[config.mk]
export PLATFORM = sky130hd
export DESIGN_NAME = pa_sysmap_regs_nch
export DESIGN_NICKNAME = d
export VERILOG_FILES = /design/src/rtl/pa_sysmap_pkg.sv /design/src/rtl/pa_sysmap_region_entry.sv /design/src/rtl/pa_sysmap_regs_nch.sv
export SDC_FILE = /design/constraint.sdc
export NUM_CORES = 1
export LEC_CHECK = 0
export ABC_AREA = 1
export CAP_MARGIN = 0
export CORE_MARGIN = 4
export CORE_UTILIZATION = 35
export DETAILED_ROUTE_END_ITERATION = 10
export HOLD_SLACK_MARGIN = 0.08
export PLACE_DENSITY_LB_ADDON = 0.25
export SETUP_SLACK_MARGIN = 0.15
export SLEW_MARGIN = 20
export SYNTH_ARGS = -nofsm -noshare
export SYNTH_HDL_FRONTEND = slang
export SYNTH_HIERARCHICAL = 1
export SYNTH_SLANG_ARGS = --single-unit
[constraint.sdc]
create_clock -name sysmap_clk -period 4.4 [get_ports sysmap_clk]
set_clock_uncertainty 0.05 [all_clocks]
set_input_delay 0.66 -clock sysmap_clk [delete_from_list [all_inputs] [get_ports sysmap_clk]]
set_output_delay 0.66 -clock sysmap_clk [all_outputs]
set_load 0.005 [all_outputs]
[src/rtl/pa_sysmap_pkg.sv]
// Shared constants and the region record for the sysmap register file.
// Flag word layout: lock at bit 7, attribute at bits [4:2].
package pa_sysmap_pkg;
   localparam int   FLG_LOCK_BIT  = 7;
   localparam int   FLG_ATTR_LSB  = 2;
   localparam int   REGION_ADDR_W = 20;
   localparam int   REGION_ATTR_W = 3;
   localparam logic SEL_BASE      = 1'b0;
   localparam logic SEL_FLG       = 1'b1;

   typedef struct packed {
      logic [REGION_ADDR_W-1:0] base;
      logic [REGION_ATTR_W-1:0] attr;
      logic                     lock;
   } sysmap_region_t;
endpackage

[src/rtl/pa_sysmap_region_entry.sv]
// One sysmap region: bound/attribute/lock registers, pad load, locked write
// handling and the "lookup address below bound" compare.
module pa_sysmap_region_entry
   import pa_sysmap_pkg::*;
#(
   parameter int ADDR_WIDTH = 20,
   parameter int ATTR_WIDTH = 3
) (
   input  logic                  sysmap_clk,
   input  logic                  cpurst,
   input  logic                  rst_sample,
   input  logic [ADDR_WIDTH-1:0] pad_addr,
   input  logic [ATTR_WIDTH-1:0] pad_attr,
   input  logic                  wr_en,
   input  logic                  wr_sel,
   input  logic [31:0]           wdata,
   input  logic [ADDR_WIDTH-1:0] lookup_addr,
   output logic [ADDR_WIDTH-1:0] base,
   output logic [ATTR_WIDTH-1:0] attr,
   output logic                  lock,
   output logic                  addr_below
);

   logic [ADDR_WIDTH-1:0] base_reg;
   logic [ATTR_WIDTH-1:0] attr_reg;
   logic                  lock_reg;
   logic                  unused_wdata;

   // Pad sample outranks any bus write; a locked region ignores writes.
   always_ff @(posedge sysmap_clk or posedge cpurst) begin
      if (cpurst) begin
         base_reg <= '0;
         attr_reg <= '0;
         lock_reg <= 1'b0;
      end else if (rst_sample) begin
         base_reg <= pad_addr;
         attr_reg <= pad_attr;
         lock_reg <= 1'b0;
      end else if (wr_en && !lock_reg) begin
         if (wr_sel == SEL_BASE) begin
            base_reg <= wdata[ADDR_WIDTH-1:0];
         end else begin
            attr_reg <= wdata[FLG_ATTR_LSB +: ATTR_WIDTH];
            lock_reg <= wdata[FLG_LOCK_BIT];
         end
      end
   end

   assign unused_wdata = ^wdata[31:ADDR_WIDTH];

   assign base       = base_reg;
   assign attr       = attr_reg;
   assign lock       = lock_reg;
   assign addr_below = (lookup_addr < base_reg);

endmodule

[src/rtl/pa_sysmap_regs_nch.sv]
// N-region sysmap register file: bus read/write with lock protection and a
// one-cycle registered attribute lookup (first region whose bound exceeds addr).
module pa_sysmap_regs_nch
   import pa_sysmap_pkg::*;
#(
   parameter int                  NUM_REGION = 8,
   parameter int                  ADDR_WIDTH = 20,
   parameter int                  ATTR_WIDTH = 3,
   parameter logic [ATTR_WIDTH-1:0] DFLT_ATTR = 3'b000,
   localparam int                 IDX_W      = $clog2(NUM_REGION)
) (
   input  logic                             sysmap_clk,
   input  logic                             cpurst,
   input  logic                             ifu_sysmap_rst_sample,
   input  logic [NUM_REGION*ADDR_WIDTH-1:0] pad_cpu_sysmap_addr,
   input  logic [NUM_REGION*ATTR_WIDTH-1:0] pad_cpu_sysmap_attr,
   input  logic                             busif_wr_vld,
   input  logic [IDX_W-1:0]                 busif_wr_idx,
   input  logic                             busif_wr_sel,
   input  logic [31:0]                      busif_wdata,
   input  logic                             busif_rd_vld,
   input  logic [IDX_W-1:0]                 busif_rd_idx,
   input  logic                             busif_rd_sel,
   output logic [31:0]                      busif_rdata,
   output logic                             busif_rd_done,
   output logic                             busif_wr_err,
   input  logic                             lookup_vld,
   input  logic [ADDR_WIDTH-1:0]            lookup_addr,
   output logic                             lookup_rslt_vld,
   output logic [ATTR_WIDTH-1:0]            lookup_rslt_attr,
   output logic                             lookup_rslt_hit,
   output logic [IDX_W-1:0]                 lookup_rslt_idx,
   output logic [NUM_REGION*ADDR_WIDTH-1:0] sysmap_base_addr_value,
   output logic [NUM_REGION*5-1:0]          sysmap_flg_value
);

   logic [ADDR_WIDTH-1:0] base_arr [NUM_REGION];
   logic [ATTR_WIDTH-1:0] attr_arr [NUM_REGION];
   logic [NUM_REGION-1:0] lock_vec;
   logic [NUM_REGION-1:0] below_vec;

   genvar gi;
   generate
      for (gi = 0; gi < NUM_REGION; gi++) begin : g_region
         pa_sysmap_region_entry #(
            .ADDR_WIDTH (ADDR_WIDTH),
            .ATTR_WIDTH (ATTR_WIDTH)
         ) u_entry (
            .sysmap_clk  (sysmap_clk),
            .cpurst      (cpurst),
            .rst_sample  (ifu_sysmap_rst_sample),
            .pad_addr    (pad_cpu_sysmap_addr[gi*ADDR_WIDTH +: ADDR_WIDTH]),
            .pad_attr    (pad_cpu_sysmap_attr[gi*ATTR_WIDTH +: ATTR_WIDTH]),
            .wr_en       (busif_wr_vld && (busif_wr_idx == IDX_W'(gi))),
            .wr_sel      (busif_wr_sel),
            .wdata       (busif_wdata),
            .lookup_addr (lookup_addr),
            .base        (base_arr[gi]),
            .attr        (attr_arr[gi]),
            .lock        (lock_vec[gi]),
            .addr_below  (below_vec[gi])
         );
         assign sysmap_base_addr_value[gi*ADDR_WIDTH +: ADDR_WIDTH] = base_arr[gi];
         assign sysmap_flg_value[gi*5 +: 5] = {attr_arr[gi], 2'b00};
      end
   endgenerate

   logic                  wr_idx_oor;
   logic                  wr_lock_hit;
   logic                  wr_err_next;
   logic [31:0]           rdata_next;
   logic                  hit_next;
   logic [IDX_W-1:0]      idx_next;
   logic [ATTR_WIDTH-1:0] attr_next;

   assign wr_idx_oor  = ({1'b0, busif_wr_idx} >= (IDX_W+1)'(NUM_REGION));
   assign wr_err_next = busif_wr_vld && !ifu_sysmap_rst_sample && (wr_idx_oor || wr_lock_hit);

   always_comb begin
      wr_lock_hit = 1'b0;
      rdata_next  = '0;
      for (int i = 0; i < NUM_REGION; i++) begin
         if (busif_wr_idx == IDX_W'(i)) wr_lock_hit = lock_vec[i];
         if (busif_rd_idx == IDX_W'(i)) begin
            if (busif_rd_sel == SEL_FLG)
               rdata_next = 32'({lock_vec[i], 2'b00, attr_arr[i], 2'b00});
            else
               rdata_next = 32'(base_arr[i]);
         end
      end
   end

   // Walk from the top so the lowest-numbered below-bound region wins.
   always_comb begin
      hit_next  = 1'b0;
      idx_next  = '0;
      attr_next = DFLT_ATTR;
      for (int i = NUM_REGION-1; i >= 0; i--) begin
         if (below_vec[i]) begin
            hit_next  = 1'b1;
            idx_next  = IDX_W'(i);
            attr_next = attr_arr[i];
         end
      end
   end

   logic [31:0]           rdata_reg;
   logic                  rd_done_reg;
   logic                  wr_err_reg;
   logic                  rslt_vld_reg;
   logic [ATTR_WIDTH-1:0] rslt_attr_reg;
   logic                  rslt_hit_reg;
   logic [IDX_W-1:0]      rslt_idx_reg;

   always_ff @(posedge sysmap_clk or posedge cpurst) begin
      if (cpurst) begin
         rdata_reg     <= '0;
         rd_done_reg   <= 1'b0;
         wr_err_reg    <= 1'b0;
         rslt_vld_reg  <= 1'b0;
         rslt_attr_reg <= '0;
         rslt_hit_reg  <= 1'b0;
         rslt_idx_reg  <= '0;
      end else begin
         rd_done_reg  <= busif_rd_vld;
         wr_err_reg   <= wr_err_next;
         rslt_vld_reg <= lookup_vld;
         if (busif_rd_vld) rdata_reg <= rdata_next;
         if (lookup_vld) begin
            rslt_attr_reg <= attr_next;
            rslt_hit_reg  <= hit_next;
            rslt_idx_reg  <= idx_next;
         end
      end
   end

   assign busif_rdata      = rdata_reg;
   assign busif_rd_done    = rd_done_reg;
   assign busif_wr_err     = wr_err_reg;
   assign lookup_rslt_vld  = rslt_vld_reg;
   assign lookup_rslt_attr = rslt_attr_reg;
   assign lookup_rslt_hit  = rslt_hit_reg;
   assign lookup_rslt_idx  = rslt_idx_reg;

endmodule

==> metrics, run 1 <==
fmax=296 MHz; Final Core Density=47.2%; Die Area=52200 um^2; Post-CTS Hold Buffers=0; Worst Setup Path Type=in -> reg; Post-CTS Resized=0; GPL Wtd Cong=0.916; Root Buffer Master=clkbuf_16; final WL=71800 um; dominant cell type by area after synthesis=dfrtp_1; Synth top area share=32.7%; max_cap viols=0; mean area per synthesized cell=6.91 um^2; Period minus WS final=3.38 ns; DR iter-0 viols=1445; Critical Path RT=4.78 ns; status=finished clean; Die W=228 um; CP Capture Type=register; Critical Path Start Type=primary input; Pleak=11.2 nW; Top FF cell, synth=dfrtp_1; HPWL after DPL=57700 um; Synth Cell Area=17000 um^2; RSZ-0062 raised after global routing=no; data arrival time of the worst path=3.76 ns; # H-tree levels=1; vias in the first global route=17600; synth unique cells=32; Initial Util=35.5%; Core Region=47800 um^2; Worst-Margin Slew=0.918 ns; CTS max path bufs=3; HP Class=reg -> reg; PD cells=313 nW/um^2; period utilisation layout=76.8%; Detailed Routing Iterations Pass 1=5; VDD IR max=0.205 mV; Slew headroom=38.7%; Row Count=80; fill cell count=4843; height of the die=228 um; final hold vios=0; Layout Nets=3261; via count=17800; DRT antenna net count=0; register area share after synthesis=32.7%; number of synthesized flops with an enable pin=0; routed length per instance=20.6 um; latest clock arrival within the worst-skew pair=0.56 ns; initial antenna violation count=2; CTS sink cnt=222; Mapped Cells=2460; Largest register FFs=160; layout cells sized above 1=5.81%; fin. max-slew vios=0; crit path max fanout=8; Final setup violation count=0; residual DRC count=0; I/O Buffers=451; Worst-path clk slew=0.06 ns; synth cell count leaders=nand2_1, inv_1, nor2_1, dfrtp_1, ha_1; GRT overflow=0; Num CTS Buffers=27; Total Routing Usage GR=26.6%; Ports=492; detailed-route vias per instance=5.08; setup repair bufs after CTS=0; ys async rst share=100%; CTS tree=built; top-count cell post-synth=nand2_1; area growth from synthesis to layout=32.7%; Area contributors post-synth=dfrtp_1, nand2_1, ha_1; Sum Neg Setup Slack=0 ns; global-route wire length before repair=109000 um; largest net degree at the start of global routing=92; flops & latches, synth=222; Synth Warn #=6
-- metal layers --
layer,vias to the layer above,GRT usage [%],part of all wire (%)
met5,-,0,0.018
met4,2,7.19,2.9
met3,103,3.23,5.3
met2,649,46.4,49
met1,8384,34.8,43
li1,8616,-,-
-- cell usage in the layout, fill, tap and decap left out, types with 2 or more instances in the layout --
master	n
nor2_2	35
clkinv_2	4
o211ai_1	65
clkdlybuf4s50_1	450
nor2_4	16
o21ai_0	23
clkbuf_1	2
nor4_1	6
inv_6	2
inv_4	8
clkbuf_8	5
inv_2	17
ha_1	152
a21oi_1	101
nand2_2	9
bufinv_16	3
nor2_1	243
or2_2	20
a211oi_1	7
nand2_1	811
inv_1	338
clkbuf_16	27
a21boi_0	8
nand4_1	11
o21a_1	2
clkinvlp_4	3
dfrtp_1	222
nor3_1	9
o22ai_1	8
conb_1	28
nand3_1	80
a31oi_1	133
buf_4	14
a21o_1	8
-- cell type report --
cell class	count	area (um^2)	share of cell area [%]
Clock buffer	34	752	3.33
Clock inverter	12	150	0.665
Multi-Input combinational cell	1778	9310	41.3
Timing Repair Buffer	466	4640	20.6
Tap cell	615	769	3.41
Sequential cell	222	5560	24.6
Antenna cell	1	2.50	0.0111
Inverter	364	1390	6.14
-- report_power, final --
part | leakage [nW] | switching, W | internal [W] | total, W
Sequential | 2.61 | 0.000312 | 0.00226 | 0.00257
Clock | 0.439 | 0.000953 | 0.00138 | 0.00233
Combinational | 8.17 | 0.00114 | 0.00101 | 0.00215
Total | 11.2 | 0.00240 | 0.00465 | 0.00705
-- stage by stage --
step	hold WS, ns	worst slack, ns	area, um^2	cells	total power [W]
6_report	0.434	1.02	22600	3492	0.00705
5_1_grt	0.452	0.861	22600	3492	0.00747
3_5_place_dp	0.420	0.554	21700	3445	0.00474
3_3_place_gp	0.421	0.574	21700	3445	0.00469
4_1_cts	0.437	1.14	22600	3491	0.00709
2_1_floorplan	0.422	2.17	17100	2487	0.00357
-- final timing paths --
kind                                                          start                                       end  slack [ns]  cells past startpoint
setup reg to reg           g_region[6].u_entry/base[19]$_DFFE_PP0P_            lookup_rslt_idx[2]$_DFFE_PP0P_        1.47                     11
setup / recovery                                    lookup_addr[15]           lookup_rslt_attr[1]$_DFFE_PP0P_        1.02                     18
hold / removal                           busif_rdata[7]$_DFFE_PP0P_                busif_rdata[7]$_DFFE_PP0P_        0.43                      2
max in group asynchronous                                    cpurst  g_region[5].u_entry/base[12]$_DFFE_PP0P_        2.87                      2
hold reg to reg                          busif_rdata[7]$_DFFE_PP0P_                busif_rdata[7]$_DFFE_PP0P_        0.43                      2
min in group asynchronous                                    cpurst   g_region[0].u_entry/base[1]$_DFFE_PP0P_        0.96                      2
-- cell families (layout without fill, tap and decap cells) --
kind of cell | Yosys count | in the layout | share of synthesized area [%]
simple gates | 1242 | 1242 | 30.1
buf+inv | 487 | 876 | 13.2
compound gates | 356 | 356 | 12.9
flops | 222 | 222 | 32.7
fa+ha+maj | 152 | 152 | 11.2
other cells | 1 | 29 | 0.0221
-- critical path, stage by stage --
cell	delay (ns)
clkdlybuf4s50_1	0.83
ha_1	0.34
nand2_1	0.10
inv_1	0.05
nand2_1	0.05
a21boi_0	0.11
nor2_1	0.24
nand2_1	0.09
nor2_1	0.36
inv_1	0.18
nand3_1	0.10
nand2_1	0.05
o21ai_0	0.10
nand2_1	0.09
nand2_1	0.13
nand2_1	0.09
o211ai_1	0.09
nand2_1	0.08
Note: power is estimated with default switching activity, not from simulation.
==> run 2: changes to the inputs <==
clock period = 2.72 ns   (was 4.4 ns; I/O delays follow)
==> run 2 against run 1 <==
Compared with the run above: final cell count is 5.2% higher; combinational power is 87% higher; via count is 5.6% higher; final area is 6.4% higher; sequential share of layout area is 1.5 points lower; largest power group unchanged; highest routed layer unchanged.
==> metrics, run 2 (same netlist as run 1, synthesis figures left out) <==
Flop pwr share=34.0%; RR Endpoint=lookup_rslt_idx[0]$_DFFE_PP0P_; RSZ-0062 raised after global routing=no; Detailed Routing Iterations Pass 1=6; FF-to-FF path depth=14; global-route wire length before repair=113000 um; status=finished clean; DRT antenna net count=0; Ports=492; Worst Setup Path Type=in -> reg; Sw Share=34.1%; PD cells=497 nW/um^2; I/O Buffers=451; Crit-path slowest cell=clkdlybuf4s50_1; combinational share of power=33.8%; CTS max path bufs=3; worst slack, placed=-0.547 ns; vias in the first global route=18500; Net Sw Power=0.00407 W; Worst-path clk slew=0.06 ns; Largest register FFs=160; Critical Path RT=3.15 ns; CTS tree=built; Post-CTS Hold Buffers=0; Slew headroom=39.1%; hold path endpoint=g_region[4].u_entry/base[8]$_DFFE_PP0P_; Final Non-Filler Cells=3672; area growth from synthesis to layout=41.3%; flop2flop setup slack=0.31 ns; Clock power frac=32.2%; GRT overflow=0; max_cap viols=0; Core Region=47800 um^2; fill cell count=4703; Total Routing Usage GR=27.7%; HP Class=in -> reg; crit path max fanout=5; data arrival time of the worst path=2.86 ns; CP Cell Sequence=clkdlybuf4s50_1 -> buf_4 -> buf_4 -> ha_1 -> nand2_1 -> inv_1 -> nand2_1 -> nand2_1 -> nand2_1 -> nand2_1 -> nand2_1 -> nand2_1 -> nor2_1 -> buf_4 -> buf_4 -> inv_1 -> nor2_1 -> nor3_1 -> nand2_1 -> a21oi_1; detailed-route vias per instance=5.10; crit-path max cell delay=0.42 ns; CP Capture Type=register; commonest cells after routing, fill and taps aside=nand2_1, clkdlybuf4s50_1, inv_1; latest clock arrival within the worst-skew pair=0.58 ns; Period minus WS final=2.43 ns; # H-tree levels=1; Num CTS Buffers=28; Row Count=80; layout cells sized above 1=11.5%; final WL=75400 um; worst hold stages=3; critical hold path startpoint=ifu_sysmap_rst_sample; Pleak=12.1 nW; GPL Wtd Cong=0.942; routed length per instance=20.5 um; Final setup violation count=0; residual DRC count=0; via count=18700; Layout Nets=3436; Root Buffer Master=clkbuf_16; setup repair bufs after CTS=0; CTS sink cnt=222; RR Startpoint=g_region[6].u_entry/base[19]$_DFFE_PP0P_; initial antenna violation count=5; height of the die=228 um; commonest non-fill, non-tap cell in the layout=nand2_1; Sum Neg Setup Slack=0 ns; Initial Util=35.5%; period utilisation layout=89.2%; Worst-Margin Slew=0.913 ns; largest net degree at the start of global routing=65; placed insts=3619; HPWL after DPL=61300 um; fmax=412 MHz; DR iter-0 viols=1639; cell mode on critical path=nand2_1; Die Area=52200 um^2; VDD IR max=0.428 mV; Final WS setup=0.295 ns; internal power=0.00786 W; Critical Path Start Type=primary input; fin. max-slew vios=0; final hold vios=0; Die W=228 um
## run 2: changes by cell type in the layout (fill, tap and decap cells not counted), moves of 3 or more
cell,delta
buf_12,+3
buf_4,+167
buf_6,+4
clkbuf_1,+3
clkinv_2,+3
inv_1,+6
inv_2,-6
nor2_1,-10
nor2_2,+8
## run 2: how the worst max path moves through the flow
| stage | from | to | slack [ns] | depth (start not counted) |
|---|---|---|---|---|
| after floorplan | g_region[5].u_entry/base[11]$_DFFE_PP0P_ | lookup_rslt_attr[0]$_DFFE_PP0P_ | 0.72 | 15 |
| after detailed placement | lookup_addr[19] | lookup_rslt_idx[0]$_DFFE_PP0P_ | -0.55 | 14 |
| after global placement | lookup_addr[13] | lookup_rslt_attr[0]$_DFFE_PP0P_ | -0.49 | 19 |
| after global routing | g_region[2].u_entry/base[18]$_DFFE_PP0P_ | lookup_rslt_attr[1]$_DFFE_PP0P_ | 0.16 | 15 |
| final | lookup_addr[7] | lookup_rslt_attr[2]$_DFFE_PP0P_ | 0.29 | 20 |
| after CTS | lookup_addr[18] | lookup_rslt_idx[0]$_DFFE_PP0P_ | 0.19 | 16 |
## run 2: metrics by stage
| step | hold slack (ns) | power, W | area, um^2 | utilization [%] |
|---|---|---|---|---|
| finish | 0.218 | 0.0119 | 24000 | 50.2 |
| global route | 0.218 | 0.0126 | 24000 | 50.2 |
| CTS | 0.173 | 0.0120 | 24000 | 50.1 |
| detailed placement | 0.437 | 0.00808 | 23000 | 48.1 |
| global placement | 0.423 | 0.00801 | 23000 | 48.1 |
| floorplan | 0.373 | 0.00577 | 17100 | - |
## run 2: power by group through the flow
stage          combinational (W)  sequential [W]  clock, W
6_report                 0.00403         0.00405   0.00385
5_1_grt                  0.00444         0.00409   0.00407
2_1_floorplan            0.00173         0.00404         0
3_5_place_dp             0.00398         0.00410         0
4_1_cts                  0.00401         0.00405   0.00393
3_3_place_gp             0.00390         0.00410         0
## run 2: final cells by class
cell class	count	area (um^2)	share of cell area (%)
clock inverters	13	136	0.568
well taps	615	769	3.20
flip-flops and latches	222	5560	23.1
multi-input cells	1778	9360	39.0
diodes	1	2.50	0.0104
repair buffers	640	6000	25.0
clock buffers	39	802	3.34
inverters	364	1390	5.77
## run 2: per-layer routing
layer / global-route usage (%) / routed length [um] / up-vias
met2: 48.0 / 36500 / 835
met5: 0 / 52 / -
li1: - / - / 8939
met4: 9.13 / 2760 / 8
met3: 3.86 / 4980 / 154
met1: 35.6 / 31200 / 8809
## run 2: worst max-delay path, delay by kind of cell
| kind | cells | cell delay (ns) |
|---|---|---|
| fa+ha+maj | 1 | 0.30 |
| simple gates | 11 | 0.83 |
| buf+inv | 7 | 1.20 |
| compound gates | 1 | 0.13 |
## run 2: timing repair
action	4_1_cts	5_1_grt
pin swaps	0	7
gates resized for setup	3	22
setup endpoints to repair	4	6
cloned	0	0
endpoints found under the hold margin	0	0
==> run 3: changes to the inputs <==
--- a/config.mk
+++ b/config.mk
@@ -10,3 +10,3 @@
 export CORE_MARGIN = 4
-export CORE_UTILIZATION = 35
+export CORE_UTILIZATION = 44
 export DETAILED_ROUTE_END_ITERATION = 10
--- a/constraint.sdc
+++ b/constraint.sdc
@@ -4,2 +4,2 @@
 set_output_delay 0.408 -clock sysmap_clk [all_outputs]
-set_load 0.005 [all_outputs]
+set_load 0.01 [all_outputs]
==> run 3 against run 2 <==
Compared with the run above: flip-flop and latch count is the same; sequential share of layout area up 0.42 points; first-iteration DRC count decreased by 7.1%; hold slack gained 0.047 ns; register-to-register slack barely moved; worst setup slack lost 0.025 ns; via count about the same; final area shrank 1.8%; die area down 20%; sequential power about the same; combinational power barely moved; clock power fell by 12%.
==> metrics, run 3 (same netlist as run 1, synthesis figures left out) <==
GRT overflow=0; largest net degree at the start of global routing=66; Largest register FFs=160; CTS tree=built; Pleak=12.0 nW; Layout Nets=3410; initial antenna violation count=1; Worst Setup Path Type=in -> reg; HPWL after DPL=56000 um; CTS sink cnt=222; data arrival time of the worst path=2.83 ns; commonest non-fill, non-tap cell in the layout=nand2_1; Num CTS Buffers=26; Slew headroom=38.9%; routed length per instance=19.7 um; status=finished clean; Final setup violation count=0; worst hold stages=3; Die Area=41800 um^2; FF-to-FF path depth=13; fmax=408 MHz; Root Buffer Master=clkbuf_16; RR Startpoint=g_region[6].u_entry/base[17]$_DFFE_PP0P_; Ports=492; Worst-path clk slew=0.06 ns; Row Count=71; Period minus WS final=2.45 ns; Detailed Routing Iterations Pass 1=5; Core Region=37900 um^2; fin. max-slew vios=0; global-route wire length before repair=104000 um; WHS=0.265 ns; detailed-route vias per instance=5.30; PD cells=488 nW/um^2; CP Cell Sequence=clkdlybuf4s50_1 -> buf_4 -> buf_4 -> ha_1 -> nand2_1 -> nor2_1 -> nand2_1 -> nor2_1 -> nand2_1 -> inv_1 -> nor2_4 -> buf_6 -> or2_2 -> nor3_1 -> buf_4 -> o21ai_0; period utilisation layout=90.1%; CP Capture Type=register; commonest cells after routing, fill and taps aside=nand2_1, clkdlybuf4s50_1, inv_1; GPL Wtd Cong=0.957; Critical Path Stages=16; cell family with most CP delay=buffers and inverters; layout cells sized above 1=10.6%; Worst-Margin Slew=0.916 ns; Total Routing Usage GR=31.9%; Final Core Density=62.2%; VDD IR max=0.394 mV; height of the die=205 um; Die W=205 um; Initial Util=44.8%; final WL=69600 um; crit path max fanout=7; HP Class=in -> reg; crit path launch=lookup_addr[7]; max_cap viols=0; residual DRC count=0; critical hold path startpoint=ifu_sysmap_rst_sample; DR iter-0 viols=1523; RSZ-0062 raised after global routing=yes; I/O Buffers=451; vias in the first global route=18300; CTS max path bufs=3; WP buf/inv=6; # H-tree levels=1; Critical Path RT=3.09 ns; latest clock arrival within the worst-skew pair=0.55 ns; via count=18800; crit-path max cell delay=0.41 ns; Crit-path slowest cell=clkdlybuf4s50_1; DRT antenna net count=0; area growth from synthesis to layout=38.8%; final hold vios=0; Critical Path Start Type=primary input
[run 3: area by class of cell]
type	instances	area [um^2]
Antenna cell	2	5.00
Clock buffer	31	701
Clock inverter	14	104
Fill cell	3395	14300
Inverter	364	1390
Multi-Input combinational cell	1778	9370
Sequential cell	222	5560
Tap cell	511	639
Timing Repair Buffer	616	5830
[run 3: final timing paths]
kind / end / slack [ns]
worst min-delay path: g_region[6].u_entry/base[1]$_DFFE_PP0P_ / 0.27
max in group asynchronous: busif_rdata[14]$_DFFE_PP0P_ / 1.31
worst min register to register: busif_rdata[3]$_DFFE_PP0P_ / 0.44
worst max register to register: lookup_rslt_idx[2]$_DFFE_PP0P_ / 0.30
min in group asynchronous: g_region[3].u_entry/attr[1]$_DFFE_PP0P_ / 0.39
worst max-delay path: lookup_rslt_idx[2]$_DFFE_PP0P_ / 0.27
[run 3: what timing repair did]
action,in CTS,in global routing
pin swaps,0,11
resized for setup,1,24
buffers inserted,0,7
hold buffers,0,0
endpoints found under the setup margin,4,7
[run 3: power breakdown]
part | internal, W | total [W] | switching, W | leakage [nW]
clock | 0.00192 | 0.00339 | 0.00147 | 0.401
combinational | 0.00191 | 0.00404 | 0.00212 | 8.95
sequential | 0.00366 | 0.00408 | 0.000424 | 2.61
[run 3: through the flow]
stage	setup slack [ns]	instances	area (um^2)	setup TNS, ns	power, W
2_1_floorplan	0.682	2487	17100	0	0.00591
3_3_place_gp	-0.380	3484	22600	-2.22	0.00798
3_5_place_dp	-0.478	3484	22600	-2.95	0.00807
4_1_cts	0.200	3529	23400	0	0.0115
5_1_grt	0.115	3537	23600	0	0.0121
6_report	0.270	3538	23600	0	0.0115
[run 3: per-layer routing]
layer / share of wire, % / wire, um / global-route usage (%) / vias up
met5: 0 / 0 / 0 / -
li1: - / - / - / 8894
met2: 48 / 33400 / 54.8 / 928
met3: 7.1 / 4960 / 3.88 / 192
met4: 4.8 / 3310 / 13.1 / 0
met1: 40 / 27900 / 41.0 / 8744
[run 3: worst register-to-register path, delay by kind of cell, from the launching register on]
| kind | cells | cell delay [ns] |
|---|---|---|
| AOI/OAI and AO/OA | 2 | 0.29 |
| adders and majority gates | 1 | 0.29 |
| buffers and inverters | 3 | 0.37 |
| DFF | 1 | 0.41 |
| and+or+nand+nor | 7 | 0.91 |
